<file path="src/rtl/sc_pkg.sv">
// Shared constants for the sc_memacc memory-access slice: FSM encoding,
// wait-counter width and the latched command record.
package sc_pkg;

  localparam int CNT_W = 8;

  localparam logic [1:0] ST_IDLE   = 2'd0;
  localparam logic [1:0] ST_ACCESS = 2'd1;
  localparam logic [1:0] ST_DONE   = 2'd2;

  typedef struct packed {
    logic        we;
    logic [31:0] addr;
    logic [31:0] wdata;
  } mem_cmd_t;

endpackage

</file>
<file path="src/rtl/sc_memacc_timer.sv">
// Wait counter for the ACCESS phase: counts enabled cycles and flags the
// cycle in which the count reaches the programmed limit.
module sc_memacc_timer
  import sc_pkg::*;
(
  input  logic             clk,
  input  logic             rst,
  input  logic             clear,
  input  logic             enable,
  input  logic [CNT_W-1:0] limit,
  output logic             expired
);

  logic [CNT_W-1:0] count_reg;

  // count_reg holds the number of completed cycles, so the limit-th cycle
  // is the one where count_reg + 1 equals the limit.
  assign expired = enable && (CNT_W'(count_reg + 1'b1) == limit);

  always_ff @(posedge clk) begin
    if (rst || clear) begin
      count_reg <= '0;
    end else if (enable && !expired) begin
      count_reg <= count_reg + 1'b1;
    end
  end

endmodule

</file>
<file path="src/rtl/sc_memacc.sv">
// Single-request memory access sequencer (IDLE -> ACCESS -> DONE) with ack
// timeout. Optional alignment check enabled by SC_MEMACC_ALIGN_CHECK_EN.
module sc_memacc
  import sc_pkg::*;
#(
  parameter int ACK_TIMEOUT = 15
) (
  input  logic        clk,
  input  logic        rst,
  input  logic        start,
  input  logic        we,
  input  logic [31:0] addr,
  input  logic [31:0] wdata,
  output logic        busy,
  output logic        done,
  output logic        err,
  output logic [31:0] rdata,
  output logic        mem_req,
  output logic        mem_we,
  output logic [31:0] mem_addr,
  output logic [31:0] mem_wdata,
  input  logic        mem_ack,
  input  logic [31:0] mem_rdata
);

  logic [1:0]       state_reg, state_next;
  mem_cmd_t         cmd_reg;
  logic             mem_req_reg;
  logic             done_reg, err_reg;
  logic [31:0]      rdata_reg;
  logic             accept, misaligned, ack_hit, launch, timer_expired;
  logic [CNT_W-1:0] limit;

  assign limit = CNT_W'(ACK_TIMEOUT);

`ifdef SC_MEMACC_ALIGN_CHECK_EN
  assign misaligned = (addr[1:0] != 2'b00);
`else
  assign misaligned = 1'b0;
`endif

  assign accept  = (state_reg == ST_IDLE) && start;
  assign launch  = accept && !misaligned;
  assign ack_hit = (state_reg == ST_ACCESS) && mem_ack;

  sc_memacc_timer u_timer (
    .clk     (clk),
    .rst     (rst),
    .clear   (launch),
    .enable  (state_reg == ST_ACCESS),
    .limit   (limit),
    .expired (timer_expired)
  );

  always_comb begin
    state_next = state_reg;
    case (state_reg)
      ST_IDLE:   if (accept) state_next = misaligned ? ST_DONE : ST_ACCESS;
      ST_ACCESS: if (mem_ack || timer_expired) state_next = ST_DONE;
      ST_DONE:   state_next = ST_IDLE;
      default:   state_next = ST_IDLE;
    endcase
  end

  always_ff @(posedge clk) begin
    if (rst) begin
      state_reg   <= ST_IDLE;
      cmd_reg     <= '0;
      mem_req_reg <= 1'b0;
      done_reg    <= 1'b0;
      err_reg     <= 1'b0;
      rdata_reg   <= '0;
    end else begin
      state_reg   <= state_next;
      mem_req_reg <= (state_next == ST_ACCESS);
      done_reg    <= (state_next == ST_DONE);
      // Ack wins over a timeout landing on the same edge.
      err_reg     <= (accept && misaligned) ||
                     ((state_reg == ST_ACCESS) && !mem_ack && timer_expired);
      if (launch) begin
        cmd_reg.we    <= we;
        cmd_reg.addr  <= addr;
        cmd_reg.wdata <= wdata;
      end else if (state_next != ST_ACCESS) begin
        cmd_reg <= '0;
      end
      if (ack_hit && !cmd_reg.we) begin
        rdata_reg <= mem_rdata;
      end
    end
  end

  assign busy      = (state_reg != ST_IDLE);
  assign done      = done_reg;
  assign err       = err_reg;
  assign rdata     = rdata_reg;
  assign mem_req   = mem_req_reg;
  assign mem_we    = cmd_reg.we;
  assign mem_addr  = cmd_reg.addr;
  assign mem_wdata = cmd_reg.wdata;

endmodule

</file>
<file path="config.mk">
export PLATFORM = sky130hd
export DESIGN_NAME = sc_memacc
export DESIGN_NICKNAME = d
export VERILOG_FILES = /design/src/rtl/sc_pkg.sv /design/src/rtl/sc_memacc_timer.sv /design/src/rtl/sc_memacc.sv
export SDC_FILE = /design/constraint.sdc
export NUM_CORES = 1
export LEC_CHECK = 0
export BUFFER_PORTS_ARGS = -buffer_cell sky130_fd_sc_hd__buf_4
export CORE_UTILIZATION = 47
export DETAILED_ROUTE_END_ITERATION = 16
export PLACE_DENSITY = 0.9
export SLEW_MARGIN = 20
export SYNTH_ARGS = -nofsm -noshare
export SYNTH_HDL_FRONTEND = slang
export SYNTH_SLANG_ARGS = --single-unit
export TNS_END_PERCENT = 20
</file>
<file path="constraint.sdc">
create_clock -name clk -period 5 [get_ports clk]
set_clock_uncertainty 0.1 [all_clocks]
set_input_delay 0.5 -clock clk [delete_from_list [all_inputs] [get_ports clk]]
set_output_delay 0.5 -clock clk [all_outputs]
set_load 0.02 [all_outputs]
</file>
# After elaboration in Yosys (flattened, before gate mapping)
# Index checks and enable logic that the tools add are counted.
word_totals:
  reg_bits: 110
  in_bits: 101
  out_inout_bits: 101
  wordCells: 35
op_classes:
  addsub: 1
  eq_ne: 5
  mux: 5
  reduce_logical: 15
ops:
  columns: ["op", "count"]
  rows:
  - ["$mux W65", 2]
  - ["$add A8 B1 Y8 const B", 1]
  - ["$eq A8 B4 Y1 const B", 1]
  - ["$logic_and A1 B1 Y1", 7]
  - ["$eq A2 B1 Y1 const B", 2]
  - ["$mux W2", 2]
  - ["$pmux W2 S2", 1]
  - ["$reduce_bool A2 Y1", 2]
  - ["$logic_not A1 Y1", 3]
  - ["$eq A2 B2 Y1 const B", 1]
  - ["$logic_not A2 Y1", 1]
  - ["$logic_or A1 B1 Y1", 2]
  - ["$ne A2 B1 Y1 const B", 1]

# Longest topological paths before layout
depth:
  word_depth: 9
  depth_mapped: 8

# By module
# Synthesis repeated with hierarchy kept, for this count alone.
hier_totals:
  hier_cells: 391
  hier_area_um2: 4418.0
modules_own_cells:
  columns: ["mod", "instances", "cells_each", "area_per_inst_um2", "seq_area_each_um2"]
  rows:
  - ["sc_memacc", 1, 312, 3747.3, 2042.0]
  - ["sc_memacc_timer", 1, 79, 670.6, 160.2]

# Least setup slack after synthesis
# Ideal clock, no wire load.
synth_timing:
  path_kind: "flip-flop to flip-flop"
  from: "reg u_timer.count_reg[0]"
  to: "reg cmd_reg, in the netlist mem_addr[0]"
  setup_ps: 60
  arrival_time_ps: 1639
  required_ps: 4840
  setup_slack_ps: 3201
  stages_incl_launch_ff: 9
  period_less_slack_ps: 1799
  path_cell_list: "dfxtp_1 > inv_1 > ha_1 > nor2b_1 > and3_4 > a211oi_2 > buf_4 > buf_6 > a22o_1"
synth_between:
  elab_chain_len: 8
synth_rtl:
  columns: ["item", "line_no", "source"]
  rows:
  - ["start, declared", "sc_memacc_timer.sv:14", "logic [CNT_W-1:0] count_reg;"]
  - ["start signal, assigned", "sc_memacc_timer.sv:24", "count_reg <= count_reg + 1'b1;"]
  - ["$add A8 B1 Y8", "sc_memacc_timer.sv:18", "assign expired = enable && (CNT_W'(count_reg + 1'b1) == limit);"]
  - ["$eq A8 B4 Y1", "sc_memacc_timer.sv:18", null]
  - ["$logic_and A1 B1 Y1", "sc_memacc_timer.sv:18", null]
  - ["$logic_or A1 B1 Y1", "sc_memacc.sv:59", "ST_ACCESS: if (mem_ack || timer_expired) state_next = ST_DONE;"]
  - ["$mux W2", "sc_memacc.sv:59", null]
  - ["$pmux W2 S2", "sc_memacc.sv:57", "case (state_reg)"]
  - ["$ne A2 B1 Y1", "sc_memacc.sv:84", "end else if (state_next != ST_ACCESS) begin"]
  - ["$reduce_bool A2 Y1 (no source line)", null, null]
  - ["end, declared", "sc_memacc.sv:27", "mem_cmd_t cmd_reg;"]
# Every way passes these cells.
# A chain may end at the register's enable or synchronous reset.

# Worst setup path after layout
layout_timing:
  from: "reg u_timer.count_reg[0]"
  to: "reg cmd_reg, in the netlist mem_wdata[23]"
# Same word-level chain as after synthesis.

==> impl_metrics.py <==
metrics = {
    "sta": {
        "setup_violations": 0,
        "fin_crit_ns": 2.297,
        "max_slew_margin_pct": 45.94,
        "maxSlewViolCount": 0,
        "tightest_slew_ns": 0.8090,
        "post-route-period-util_pct": 45.94,
        "rsz0062_at_grt": "no",
        "hold_violations": 0,
        "max_freq_ghz": 0.4353,
        "fin_setup_tns_ns": 0,
    },
    "worst_setup_path": {
        "r2r-end": "mem_wdata[23]$_SDFFE_PP0P_",
        "ff2ff_setup_slack_ns": 2.70,
        "path_cells": "inv_1 > ha_1 > nor2b_1 > and3_4 > a211oi_4 > buf_4 > a22o_1",
        "cp_data_arrival_time_ns": 2.49,
        "startpoint_type": "flip-flop",
        "end_kind": "flip-flop",
        "cpMaxStageDelayCell": "buf_4",
        "reg2reg_depth": 7,
        "path_max_fanout": 67,
        "criticalPathCategory": "flip-flop to flip-flop",
        "critPathMaxStageDelay_ns": 0.56,
        "cp.required_ns": 5.19,
        "r2r-start": "u_timer.count_reg[0]$_SDFFE_PP0P_",
    },
    "clocking": {
        "insertion_delay_ns": 0.34,
        "cts_resized": 0,
        "clk_pin_slew_worst_paths_ns": 0.11,
        "clock_path_buffers": 2,
        "cts-buffers-inserted": 9,
        "clock-sinks": 110,
        "postCtsSetupBuffers": 0,
        "cts_hold_buffers": 0,
        "htreeDepth": 3,
        "cts_tree": "yes",
        "root_buffer": "clkbuf_8",
    },
    "layout": {
        "layout-drive-gt1-share_pct": 41.05,
        "num_antenna_cells": 0,
        "seq_area_um2": 2202,
        "syn_to_final_growth_pct": 47.36,
        "final_cell_mix": "buf_4 (203), dfxtp_1 (110), nand2_1 (73)",
        "fillerInstances": 526,
        "nNetsFinal": 652,
        "final_area_um2": 5446,
        "final_common_cell": "buf_4",
        "multiInputGateArea_um2": 1353,
    },
    "die": {
        "die-area_um2": 8223,
        "io_pins": 202,
        "die_w_um": 90.68,
        "core_um2": 7408,
        "rows": 31,
        "start_util_pct": 49.89,
        "fp.dieH_um": 90.68,
    },
    "power_and_ir_drop": {
        "seqPwrFrac_pct": 55.0,
        "power_density_nw_per_um2": 313.0,
        "sw_frac_of_total_pct": 25.36,
        "ir_drop_mv": 0.1733,
        "clkPwrFrac_pct": 30.4,
        "p_int_mw": 1.272,
        "p_comb_share_pct": 14.6,
        "p_switching_mw": 0.4322,
        "p_leak_nw": 2.506,
    },
    "global_routing": {
        "grt_use_total_pct": 22.65,
        "grt_pass1_wl_um": 14920,
        "grt.overflow.total": 0,
        "grt_pass1_vias": 3087,
        "grt_max_degree": 68,
        "antenna_found_initial": 0,
    },
    "flow_run": {
        "cap_violations": 0,
    },
    "drt": {
        "vias": 3329,
        "viasPerCell": 5.106,
        "drtIter0Drc": 73,
        "routed_wl_um": 9609,
        "drc": 0,
        "drt-met1-wl_um": 3920,
        "wl_met2_um": 4857,
        "ant_nets": 0,
        "wire_per_inst_um": 14.74,
        "drt_first_pass_iters": 4,
        "top_layer_used": "met4",
        "wl_met3_um": 690,
    },
    "logic_synthesis": {
        "ys_ff_latch": 110,
        "yosys-top-cells-area": "dfxtp_1 (60%), a22o_1 (15%), nand2_1 (7.4%)",
        "ys_seq_area_share_pct": 59.58,
        "syn-num-nets": 463,
        "synth_top_cell_area_share_pct": 59.58,
        "syn-cell-area_um2": 3696,
        "ys.flop_type": "dfxtp_1",
        "synth_cell_types": 32,
        "synth_edf_count": 0,
        "yosys.area.top_type": "dfxtp_1",
        "syn_area_per_cell_um2": 10.27,
        "synthArstFlopShare_pct": 0,
        "synthCells": 360,
        "yosysWarnings": 0,
    },
    "status": {
        "status": "complete, no violations",
    },
    "place": {
        "io_buffers": 201,
        "gp_congestion": 0.8160,
        "hpwl_um": 7031,
        "placedInstanceArea_um2": 5221,
    },
    "min_path": {
        "min_to": "mem_wdata[1]$_SDFFE_PP0P_",
        "worst_hold_path_type": "input pin to flip-flop",
        "min-delay-start": "wdata[1]",
        "hold_depth": 2,
    },
}
## metrics by stage
step	setup WS (ns)	total power [mW]	util (%)	cells	hold slack (ns)
floorplan	3.201	1.069	-	360	0.3767
global placement	2.842	1.198	70.48	635	0.3429
detailed placement	2.749	1.205	70.48	635	0.3481
CTS	2.705	1.718	73.11	650	0.2301
global route	2.560	1.777	73.52	652	0.2244
finish	2.703	1.705	73.52	652	0.2466
## per-layer routing
metal,global-route usage (%),vias to the layer above
met5,0,-
met4,8.871,0
met3,5.303,11
met2,39.65,147
met1,26.62,1539
li1,-,1632
## kinds of logic after synthesis
kind of cell	Yosys count	share of synthesized area [%]
buffers and inverters	32	4.232
AO/OA/AOI/OAI	107	21.56
flip-flops	110	59.58
adder cells (fa/ha/maj)	2	0.6769
AND/OR/NAND/NOR	101	11.81
multiplexers	1	0.2708
XOR/XNOR	7	1.862
## power by group through the flow
stage                     clock network (mW)  logic [mW]  registers (mW)
final                                  0.518       0.249           0.938
after global routing                   0.569       0.265           0.943
after CTS                              0.532       0.248           0.938
after detailed placement                   0       0.248           0.957
after global placement                     0       0.242           0.956
after floorplan                            0      0.0703           0.998
## area by class of cell
| class | instances | area share, % |
|---|---|---|
| inverters | 5 | 0.3446 |
| clock buffers | 9 | 2.274 |
| clock inverters | 6 | 1.309 |
| repair buffers | 205 | 28.53 |
| flip-flops and latches | 110 | 40.43 |
| multi-input cells | 218 | 24.83 |
| well taps | 99 | 2.274 |
## synth_stat cells (3+ instances only)
library cell,number
nand3b_1,3
clkbuf_1,15
nand2_1,73
xor2_1,3
a21oi_1,37
a22o_1,65
dfxtp_1,110
or2_2,3
nor2_1,9
buf_2,8
xnor2_1,3
buf_6,3
inv_1,5
## how the worst max path moves through the flow
| stage | end | cells past startpoint | start | slack (ns) |
|---|---|---|---|---|
| floorplan | mem_addr[0]$_SDFFE_PP0P_ | 8 | u_timer.count_reg[0]$_SDFFE_PP0P_ | 3.20 |
| global placement | mem_wdata[16]$_SDFFE_PP0P_ | 6 | rst | 2.84 |
| detailed placement | mem_wdata[18]$_SDFFE_PP0P_ | 7 | u_timer.count_reg[0]$_SDFFE_PP0P_ | 2.75 |
| CTS | mem_wdata[9]$_SDFFE_PP0P_ | 7 | u_timer.count_reg[0]$_SDFFE_PP0P_ | 2.71 |
| global route | mem_wdata[9]$_SDFFE_PP0P_ | 7 | u_timer.count_reg[0]$_SDFFE_PP0P_ | 2.56 |
| finish | mem_wdata[23]$_SDFFE_PP0P_ | 7 | u_timer.count_reg[0]$_SDFFE_PP0P_ | 2.70 |
## worst max-delay path: cells and delay by family (launching register included)
kind                     cells  cell delay (ns)
AO/OA/AOI/OAI                2             0.50
adder cells (fa/ha/maj)      1             0.19
buffers and inverters        2             0.64
flip-flops                   1             0.40
AND/OR/NAND/NOR              2             0.36
Power figures use the tool's default switching activity.
